**src/rtl/mod_cnt_pkg.sv**
```systemverilog
// Shared constants and helpers for the modulo-N up/down counter family.
// Latency: n/a (declarations only).
// Backpressure: n/a.
package mod_cnt_pkg;

    // Direction encoding on the mode input.
    localparam logic MODE_UP   = 1'b1;
    localparam logic MODE_DOWN = 1'b0;

    // Bound behaviour encoding on the sat input.
    localparam logic BOUND_WRAP = 1'b0;
    localparam logic BOUND_SAT  = 1'b1;

    // Minimum counter width able to hold 0..modulus-1.
    // The reference model in the bench calls this too, so both sides
    // always size the count the same way.
    function automatic int cnt_width(input int modulus);
        return $clog2(modulus);
    endfunction

endpackage : mod_cnt_pkg

```
**src/rtl/mod_step.sv**
```systemverilog
// Single-step next-value generator for a modulo-N counter (up/down, wrap/saturate).
// Latency: purely combinational, zero cycles.
// Backpressure: none; the caller decides whether to use the result.
module mod_step
    import mod_cnt_pkg::*;
#(
    parameter int MODULUS = 12,
    parameter int WIDTH   = cnt_width(MODULUS)
) (
    input  logic [WIDTH-1:0] cur,
    input  logic             mode,
    input  logic             sat,
    output logic [WIDTH-1:0] nxt,
    output logic             wrap_evt
);

    // One extra bit of headroom so cur+1 cannot overflow silently when
    // MODULUS is an exact power of two.
    localparam logic [WIDTH:0] MAX_EXT  = (WIDTH+1)'(MODULUS - 1);
    localparam logic [WIDTH:0] ZERO_EXT = '0;
    localparam logic [WIDTH:0] ONE_EXT  = (WIDTH+1)'(1);

    logic [WIDTH:0] cur_ext;
    logic [WIDTH:0] nxt_ext;
    logic           unused_top;

    assign cur_ext = {1'b0, cur};

    // Choose the neighbouring value in the requested direction, folding at
    // the bounds either by wrapping (flagging the event) or by holding.
    always_comb begin
        nxt_ext  = cur_ext;
        wrap_evt = 1'b0;
        if (mode == MODE_UP) begin
            if (cur_ext < MAX_EXT) begin
                nxt_ext = cur_ext + ONE_EXT;
            end else if (sat == BOUND_WRAP) begin
                nxt_ext  = ZERO_EXT;
                wrap_evt = 1'b1;
            end
        end else begin
            if (cur_ext > ZERO_EXT) begin
                nxt_ext = cur_ext - ONE_EXT;
            end else if (sat == BOUND_WRAP) begin
                nxt_ext  = MAX_EXT;
                wrap_evt = 1'b1;
            end
        end
    end

    // Result is always within 0..MODULUS-1, so the headroom bit is zero.
    assign nxt        = nxt_ext[WIDTH-1:0];
    assign unused_top = nxt_ext[WIDTH];

endmodule : mod_step

```
**src/rtl/mod_n_updown_counter.sv**
```systemverilog
// Parametrised modulo-N up/down counter with enable, wrap/saturate, tc, wrap and load-error pulses.
// Latency: one clock from reset/load/enable sampled to data_out, wrap and load_err updated; tc is combinational.
// Backpressure: none; enable is a per-cycle advance request that is always honoured.
module mod_n_updown_counter
    import mod_cnt_pkg::*;
#(
    parameter int MODULUS   = 12,
    parameter int WIDTH     = cnt_width(MODULUS),
    parameter int RESET_VAL = 0
) (
    input  logic             clock,
    input  logic             reset,
    input  logic             enable,
    input  logic             load,
    input  logic             mode,
    input  logic             sat,
    input  logic [WIDTH-1:0] data_in,
    output logic [WIDTH-1:0] data_out,
    output logic             tc,
    output logic             wrap,
    output logic             load_err
);

    // Elaboration-time parameter sanity.
    if (MODULUS < 2) begin : g_chk_modulus
        $error("mod_n_updown_counter: MODULUS must be >= 2");
    end
    if (RESET_VAL < 0 || RESET_VAL >= MODULUS) begin : g_chk_reset_val
        $error("mod_n_updown_counter: RESET_VAL must lie in 0..MODULUS-1");
    end
    if ((64'd1 << WIDTH) < 64'(MODULUS)) begin : g_chk_width
        $error("mod_n_updown_counter: WIDTH too small for MODULUS");
    end

    localparam logic [WIDTH:0]   MOD_EXT   = (WIDTH+1)'(MODULUS);
    localparam logic [WIDTH-1:0] MAX_CNT   = WIDTH'(MODULUS - 1);
    localparam logic [WIDTH-1:0] ZERO_CNT  = '0;
    localparam logic [WIDTH-1:0] RESET_CNT = WIDTH'(RESET_VAL);

    logic [WIDTH-1:0] cnt_q, cnt_d;
    logic             wrap_q, wrap_d;
    logic             load_err_q, load_err_d;

    logic [WIDTH-1:0] step_nxt;
    logic             step_wrap;

    mod_step #(
        .MODULUS (MODULUS),
        .WIDTH   (WIDTH)
    ) u_step (
        .cur      (cnt_q),
        .mode     (mode),
        .sat      (sat),
        .nxt      (step_nxt),
        .wrap_evt (step_wrap)
    );

    // Next state by priority load > count > hold; pulses default low so
    // they last exactly one cycle unless the event repeats.
    always_comb begin
        cnt_d      = cnt_q;
        wrap_d     = 1'b0;
        load_err_d = 1'b0;
        if (load) begin
            // Out-of-range loads are clamped to the top of the range so
            // the count never leaves 0..MODULUS-1.
            if ({1'b0, data_in} >= MOD_EXT) begin
                cnt_d      = MAX_CNT;
                load_err_d = 1'b1;
            end else begin
                cnt_d = data_in;
            end
        end else if (enable) begin
            cnt_d  = step_nxt;
            wrap_d = step_wrap;
        end
    end

    // State registers; synchronous reset overrides load and enable.
    always_ff @(posedge clock) begin
        if (reset) begin
            cnt_q      <= RESET_CNT;
            wrap_q     <= 1'b0;
            load_err_q <= 1'b0;
        end else begin
            cnt_q      <= cnt_d;
            wrap_q     <= wrap_d;
            load_err_q <= load_err_d;
        end
    end

    assign data_out = cnt_q;
    assign wrap     = wrap_q;
    assign load_err = load_err_q;

    // Terminal count follows mode combinationally; cascaded stages must
    // qualify it with enable or register it.
    assign tc = ((mode == MODE_UP)   && (cnt_q == MAX_CNT)) ||
                ((mode == MODE_DOWN) && (cnt_q == ZERO_CNT));

endmodule : mod_n_updown_counter

```
**config.mk**
```make
export PLATFORM = sky130hd
export DESIGN_NAME = mod_n_updown_counter
export DESIGN_NICKNAME = d
export VERILOG_FILES = /design/src/rtl/mod_cnt_pkg.sv /design/src/rtl/mod_step.sv /design/src/rtl/mod_n_updown_counter.sv
export SDC_FILE = /design/constraint.sdc
export NUM_CORES = 1
export LEC_CHECK = 0
export BUFFER_PORTS_ARGS = -buffer_cell sky130_fd_sc_hd__buf_2
export CAP_MARGIN = 0
export CORE_AREA = 2 2 39 41
export CTS_CLUSTER_SIZE = 12
export DETAILED_ROUTE_END_ITERATION = 10
export DIE_AREA = 0 0 41 43
export GPL_TIMING_DRIVEN = 0
export HOLD_SLACK_MARGIN = 0.12
export PLACE_DENSITY = 0.75
export REMOVE_ABC_BUFFERS = 1
export SLEW_MARGIN = 20
export SYNTH_ARGS = -nofsm -noshare
export SYNTH_HDL_FRONTEND = slang
export SYNTH_SLANG_ARGS = --single-unit
```
**constraint.sdc**
```tcl
create_clock -name clock -period 2 [get_ports clock]
set_input_delay 0.5 -clock clock [delete_from_list [all_inputs] [get_ports clock]]
set_output_delay 0.5 -clock clock [all_outputs]
set_load 0.05 [all_outputs]
```
==> results of run 1 <==
[worst reg2reg max path: stages (launching register included)]
cell	delay, ns
dfxtp_1	0.44
inv_1	0.07
ha_1	0.23
o21ba_2	0.24
o32ai_1	0.07
o2111a_1	0.26
a311o_1	0.30
[path summary, 6_finish.rpt]
path                                 start  cells after the start  slack, ns                  endpoint
setup / recovery  data_out[1]$_SDFFE_PP0P_                      4       0.09                        tc
hold / removal                         sat                      2       0.46           wrap$_SDFF_PP0_
setup reg to reg  data_out[1]$_SDFFE_PP0P_                      6       0.28  data_out[3]$_SDFFE_PP0P_
hold reg to reg   data_out[0]$_SDFFE_PP0P_                      2       0.52  data_out[0]$_SDFFE_PP0P_
[stage by stage]
step / instance area (um^2) / hold slack [ns]
3_5_place_dp: 596.8 / 0.5599
6_report: 625.6 / 0.4627
5_1_grt: 625.6 / 0.4578
3_3_place_gp: 596.8 / 0.5394
2_1_floorplan: 496.7 / 0.5757
4_1_cts: 621.8 / 0.4529
[logic make-up (layout without fill, tap and decap cells)]
family                     after synthesis  in the layout
muxes                                    2              2
and+or+nand+nor                         24             24
AOI/OAI and AO/OA                       17             17
xor gates and xnor gates                 1              1
adders and majority gates                2              2
DFF                                      6              6
buffers and inverters                    8             23
[flip-flops by register name (all words and copies together) (netlist names)]
name      cells
data_out      4
load_err      1
wrap          1
[power by group through the flow]
stage | combinational [mW] | sequential [mW] | clock (mW)
after floorplan | 0.0808 | 0.179 | 0
after global placement | 0.147 | 0.151 | 0
after detailed placement | 0.150 | 0.151 | 0
after CTS | 0.153 | 0.149 | 0.119
after global routing | 0.166 | 0.152 | 0.125
final | 0.152 | 0.150 | 0.112
[per-layer routing]
layer	wire [um]	up-vias
met3	85	5
met2	525	26
met5	0	-
met1	511	228
li1	-	259
met4	23	0
[cell usage after synthesis (all sizes together) (2+ instances only)]
master,number
dfxtp,6
nand3b,2
nand2,4
o311ai,2
buf,3
o21ai,2
a21boi,2
mux2i,2
nor2,5
inv,4
nor4bb,2
ha,2
nor3,2
a21oi,2
[final cells by class]
cell class                 count  area, um^2
multi-input combinational     46       364.1
inverter                       4       15.01
clock buffer                   3       22.52
timing repair buffer          16       82.58
tap                           16       20.02
sequential                     6       121.4
fill                         144       758.2
==> key figures, run 1 <==
Synthesis
  • Cells after synthesis: 60
  • Synth warn: 0
  • Post-Synth Simple-Gate Area: 30.79%
  • Synth top area share: between 20% and 30%
  • Combinational family with the most area after synthesis: simple AND/OR/NAND/NOR gates
  • Adder-cell area share of the yosys netlist: 4.773%
  • Count of state elements after synthesis: 6
  • Register area share after synthesis: 22.91%
  • Mean Syn Cell Area: slightly below 9 um^2
  • Post-synthesis compound-gate area fraction: 27.92%
  • Top cells by area, synth: dfxtp_1 (23%), ha_1 (4.8%), nor4b_4 (4.5%), mux2i_1 (3.8%), nor4bb_1 (3.8%)
  • Cell Area, Synth: about 520 um^2
  • Yosys cell types: 37
  • Mux contribution to synthesized area: 3.819%
  • Post-synthesis xor/xnor area fraction: 1.671%
  • Area leader, netlist: dfxtp_1
  • Ys flop type: dfxtp_1
  • Asr flop ratio synth: 0%
  • EDFF count, synth: 0

Global routing
  • GR met1 Demand/Resource: about 20%
  • GR Util All Layers: between 10% and 20%
  • Met2 Usage GRT: a little under a fifth
  • First-pass GRT wire length: between 1500 and 2000 um
  • GRT overflow: 0
  • Largest net degree at the start of global routing: 14
  • GR Util met3: 3.141%
  • Initial antenna violation count: 0
  • Vias in the first global route: 397
  • Most used routing layer: met1

Floorplan
  • Die area: about 0.0018 mm^2
  • Initial Util: 37.88%
  • Chip height: ~43 um
  • Row Count: 14
  • Die Width: 41 um
  • IO Count: 17
  • Core area: approximately 0.0014 mm^2

Power and ir drop
  • LEAKAGE: between 0.2 and 0.3 nW
  • Sequential power share: roughly 36%
  • Tot Pwr: 414.5 uW
  • Switching share of power: 37.62%
  • Switching power: ~160 uW
  • Comb pwr share: ~37%
  • Cell-internal power: around 260 uW
  • Clk pwr share: about 27%
  • Worst vdd ir: 0.3448 mV
  • Pwr Density: between 600 and 700 mW/mm^2

CTS
  • Gates resized, CTS repair: 1
  • TritonCTS Sinks: 6
  • Post-CTS setup buffer count: 0
  • Htree depth: 1
  • CTS clock-pin slew for the worst setup and hold paths: roughly 0.04 ns
  • Root Driver: clkbuf_4
  • # hold bufs at CTS: 0
  • Worst skew pair latency: roughly 0.24 ns
  • CTS Buf Count: 3
  • CTS tree: done
  • CTS max path bufs: 2

Run
  • Max_cap viols: 0

STA
  • Slew Limit Fails: 0
  • Setup ws final: around 0.095 ns
  • Worst Tran Pin Value: ~0.44 ns
  • Max Clock Freq: between 0.5 and 0.6 GHz
  • Setup_tns: 0 ns
  • Final hold vios: 0
  • Fin Clk Skew: approximately 0.0013 ns
  • Min cycle time layout: roughly 1.9 ns
  • Final setup viols: 0
  • Max-slew headroom: 70.41%
  • Fin crit share: 95.25%

Setup path
  • CP top delay family: flip-flops
  • Crit path DAT: roughly 1.4 ns
  • CP max stage delay: roughly 0.44 ns
  • CP max stage cell: dfxtp_1
  • Maximum fanout along the worst path: 7
  • Worst-path cell chain: ha_2 -> nand3_1 -> a21oi_1 -> buf_4
  • CP endpoint kind: primary output
  • CP startpoint kind: flip-flop
  • WP data required: about 1.5 ns
  • WP buf/inv: 1
  • Crit Path Class: flip-flop to primary output

Run status
  • Status: completed

Routing
  • Vias: between 500 and 600
  • Vias per cell: ~5.7
  • WL/cell: between 10 and 15 um
  • First DRT Iteration DRCs: 8
  • Residual DRC: 0
  • Final antenna-violating net count: 0
  • Final wirelength: around 1100 um
  • 1st-pass router iterations: 4

Final layout
  • Most frequent cells in the layout: buf_2 (15), nor2_1 (5), dfxtp_1 (5), inv_1 (4), nand2_1 (4)
  • Share of layout cells above drive strength 1: ~37%
  • Diode count: 0
  • Commonest non-fill, non-tap cell in the layout: buf_2
  • Final net count: 89
  • Non-filler cells, final: between 90 and 100
  • Core Util, Final: between 40% and 50%
  • Area growth syn-to-layout: 19.33%

Place
  • Dpl hpwl: about 850 um
  • RePlAce Congestion: 0.7290
  • Placed cell count: ~90
  • Dpl ws: 0.2444 ns
  • Port bufs: 16

Min path
  • Hold Path Class: input pin to flip-flop
Note: power is estimated with default switching activity, not from simulation.
==> run 2, diff against run 1 <==
Settings changed: ABC_AREA from default to 1, PLACE_DENSITY 0.75 to 0.73.
==> key figures, run 2 <==
Run status
  • Status: completed (unchanged)

Global routing
  • Initial antenna violation count: 0 (unchanged)
  • GR Util All Layers: 16.31% (was 14.50%)
  • First-pass GRT wire length: 1994 um (was 1718 um)
  • GRT overflow: 0 (unchanged)
  • Largest net degree at the start of global routing: 9 (was 14)
  • Vias in the first global route: 513 (was 397)

Setup path
  • Crit path DAT: 1.38 ns (was 1.41 ns)
  • CP max stage delay: 0.35 ns (was 0.44 ns)
  • Critical path origin: data_out[0]$_SDFFE_PP0P_ (was data_out[1]$_SDFFE_PP0P_)
  • CP endpoint kind: primary output (unchanged)
  • Worst-path cell chain: inv_1 -> ha_2 -> nand3_2 -> o21ai_2 -> buf_6 (was ha_2 -> nand3_1 -> a21oi_1 -> buf_4)
  • WP data required: 1.50 ns (about the same)
  • Maximum fanout along the worst path: 6 (was 7)
  • R2R setup slack: 0.55 ns (was 0.28 ns)
  • CP startpoint kind: flip-flop (unchanged)
  • WP buf/inv: 2 (was 1)
  • Reg2Reg Launch Point: data_out[1]$_SDFFE_PP0P_ (unchanged)
  • Reg2reg end: data_out[1]$_SDFFE_PP0P_ (was data_out[3]$_SDFFE_PP0P_)
  • CP top delay family: flip-flops (unchanged)
  • CP max stage cell: dfxtp_1 (unchanged)
  • Crit Path Class: flip-flop to primary output (unchanged)
  • Worst reg2reg path depth: 8 (was 6)
  • CP endpoint: tc (unchanged)
  • WP depth: 5 (was 4)

Synthesis
  • Cell Area, Synth: 509.2 um^2 (was 524.3 um^2)
  • Commonest cells post-synth: nand2_1 (19), nor2_1 (8), inv_1 (7), dfxtp_1 (6), nand3_1 (6) (was dfxtp_1 (6), nor2_1 (5), inv_1 (4), nand2_1 (4))
  • Count of state elements after synthesis: 6 (unchanged)
  • Synth top area share: 23.59% (was 22.91%)
  • EDFF count, synth: 0 (unchanged)
  • Asr flop ratio synth: 0% (unchanged)
  • Mean Syn Cell Area: 6.365 um^2 (was 8.738 um^2)
  • Ys flop type: dfxtp_1 (unchanged)
  • Synth warn: 0 (unchanged)
  • Cells after synthesis: 80 (was 60)
  • Top cells by area, synth: dfxtp_1 (24%), nand2_1 (14%), nand3_1 (5.9%), nand3_2 (5.9%), nor2_1 (5.9%) (was dfxtp_1 (23%), ha_1 (4.8%), nor4b_4 (4.5%), mux2i_1 (3.8%), nor4bb_1 (3.8%))
  • Area leader, netlist: dfxtp_1 (unchanged)
  • Most instantiated library cell after synthesis: nand2_1 (was dfxtp_1)
  • Register area share after synthesis: 23.59% (was 22.91%)
  • Yosys cell types: 23 (was 37)

STA
  • Final setup viols: 0 (unchanged)
  • Max Clock Freq: 0.5325 GHz (was 0.5249 GHz)
  • RSZ-0062 raised after global routing: no
  • Max-slew headroom: 81.79% (was 70.41%)
  • Min cycle time layout: 1.878 ns (was 1.905 ns)
  • Worst Tran Pin Value: 0.2727 ns (was 0.4433 ns)
  • Slew Limit Fails: 0 (unchanged)
  • Fin crit share: 93.89% (was 95.25%)
  • Final hold vios: 0 (unchanged)
  • Setup ws final: 0.1222 ns (was 0.09491 ns)
  • Fin Clk Skew: 0.001138 ns (was 0.001325 ns)

Place
  • Dpl cell area: 598.1 um^2 (was 596.8 um^2)
  • Port bufs: 16 (unchanged)
  • RePlAce Congestion: 0.7975 (was 0.7290)
  • Dpl hpwl: 938.7 um (was 850.6 um)
  • Dpl ws: 0.2234 ns (was 0.2444 ns)

Routing
  • Final wirelength: 1142 um (was 1145 um)
  • Final antenna-violating net count: 0 (unchanged)
  • First DRT Iteration DRCs: 9 (was 8)
  • 1st-pass router iterations: 4 (unchanged)
  • Residual DRC: 0 (unchanged)
  • Vias: 572 (was 518)
  • Vias per cell: 5.018 (was 5.692)
  • WL/cell: 10.02 um (was 12.58 um)

Power and ir drop
  • Pwr Density: 666.0 mW/mm^2 (was 662.6 mW/mm^2)
  • Worst vdd ir: 0.3142 mV (was 0.3448 mV)
  • LEAKAGE: 0.3314 nW (was 0.2864 nW)

CTS
  • CTS clock-pin slew for the worst setup and hold paths: 0.04 ns (about the same)
  • Worst skew pair latency: 0.24 ns (about the same)
  • Root Driver: clkbuf_4 (unchanged)
  • TritonCTS Sinks: 6 (unchanged)
  • CTS Buf Count: 3 (unchanged)
  • CTS tree: done (unchanged)
  • CTS max path bufs: 2 (unchanged)
  • Htree depth: 1 (unchanged)

Final layout
  • Core Util, Final: 45.75% (was 45.21%)
  • Multi-input logic area: 325.3 um^2 (was 364.1 um^2)
  • Area growth syn-to-layout: 24.32% (was 19.33%)
  • Final net count: 112 (was 89)
  • Diode count: 0 (unchanged)
  • Max reg flops: 4 (unchanged)
  • Share of layout cells above drive strength 1: 30.61% (was 37.33%)
  • Most frequent cells in the layout: nand2_1 (19), buf_2 (15), nor2_1 (8), inv_1 (7) (was buf_2 (15), nor2_1 (5), dfxtp_1 (5), inv_1 (4), nand2_1 (4))
  • Commonest non-fill, non-tap cell in the layout: nand2_1 (was buf_2)
  • Register cell area after layout: 120.1 um^2 (was 121.4 um^2)
  • Final Cell Area: 633.1 um^2 (was 625.6 um^2)
  • Fill count: 141 (was 144)

Floorplan
  • Die Width: 41 um (unchanged)
  • IO Count: 17 (unchanged)
  • Row Count: 14 (unchanged)
  • Core area: 0.001384 mm^2 (unchanged)
  • Chip height: 43 um (unchanged)
  • Initial Util: 36.80% (was 37.88%)
  • Die area: 0.001763 mm^2 (unchanged)

Min path
  • Cells on Worst Hold Path: 2 (unchanged)
  • Hold Path Class: input pin to flip-flop (unchanged)

Run
  • Max_cap viols: 0 (unchanged)
-- run 2: cell count changes after synthesis, sizes merged, moves of 2 or more --
cell / change
nand2: +16
nand3: +8
inv: +6
o21ai: +5
a21oi: +3
nand4: +3
nor2: +3
buf: -2
mux2i: -2
nand3b: -2
nor4bb: -2
o311ai: -2
-- run 2: worst min-delay path by stage --
stage / start / endpoint / slack [ns]
2_1_floorplan: load / wrap$_SDFF_PP0_ / 0.58
3_3_place_gp: data_out[1]$_SDFFE_PP0P_ / data_out[1]$_SDFFE_PP0P_ / 0.59
3_5_place_dp: data_out[1]$_SDFFE_PP0P_ / data_out[1]$_SDFFE_PP0P_ / 0.58
4_1_cts: reset / wrap$_SDFF_PP0_ / 0.45
5_1_grt: reset / load_err$_SDFF_PP0_ / 0.47
6_report: reset / wrap$_SDFF_PP0_ / 0.47
-- run 2: metrics by stage --
stage               power (mW)  TNS [ns]  hold WS, ns  instances
global route            0.4553         0       0.4659        114
CTS                     0.4239         0       0.4539        114
finish                  0.4216         0       0.4685        114
floorplan               0.2666   -0.6044       0.5769         79
global placement        0.3067         0       0.5854        111
detailed placement      0.3092         0       0.5804        111
-- run 2: cell families after synthesis --
kind of cell | count (synthesis) | synth area share (%)
adder cells (fa/ha/maj) | 2 | 4.913
flip-flops | 6 | 23.59
buffers and inverters | 13 | 13.76
AO/OA/AOI/OAI | 15 | 15.97
XOR/XNOR | 1 | 1.720
AND/OR/NAND/NOR | 43 | 40.05
-- run 2: cell type report --
cell class              count  share of cell area [%]
multi-input cells          61                   51.38
repair buffers             16                   13.64
inverters                  12                   9.289
well taps                  16                   3.162
clock buffers               3                   3.557
flip-flops and latches      6                   18.97
-- run 2: timing repair --
item | in CTS | in global routing
buffers inserted | 0 | 0
resized for setup | 1 | 4
cloned | 0 | 0
setup endpoints to repair | 1 | 1
hold buffers | 0 | 0
-- run 2: metal layers --
| metal | up-vias | track usage [%] | part of all wire (%) |
|---|---|---|---|
| li1 | 301 | - | - |
| met5 | - | 0 | 0 |
| met4 | 0 | 8.000 | 1.8 |
| met3 | 2 | 1.571 | 3.0 |
| met2 | 11 | 23.44 | 46 |
| met1 | 258 | 23.38 | 49 |
-- run 2: worst reg2reg max path, delay by kind of cell, from the launching register on --
family                     cells  cell delay [ns]
AOI/OAI and AO/OA              3             0.33
adders and majority gates      1             0.27
DFF                            1             0.42
and+or+nand+nor                4             0.34
-- run 2: power breakdown --
part           internal [mW]  leakage (nW)  switching, mW
combinational         0.0598         0.268          0.110
clock                 0.0676        0.0138         0.0403
sequential             0.129        0.0495         0.0143
total                  0.257         0.331          0.165
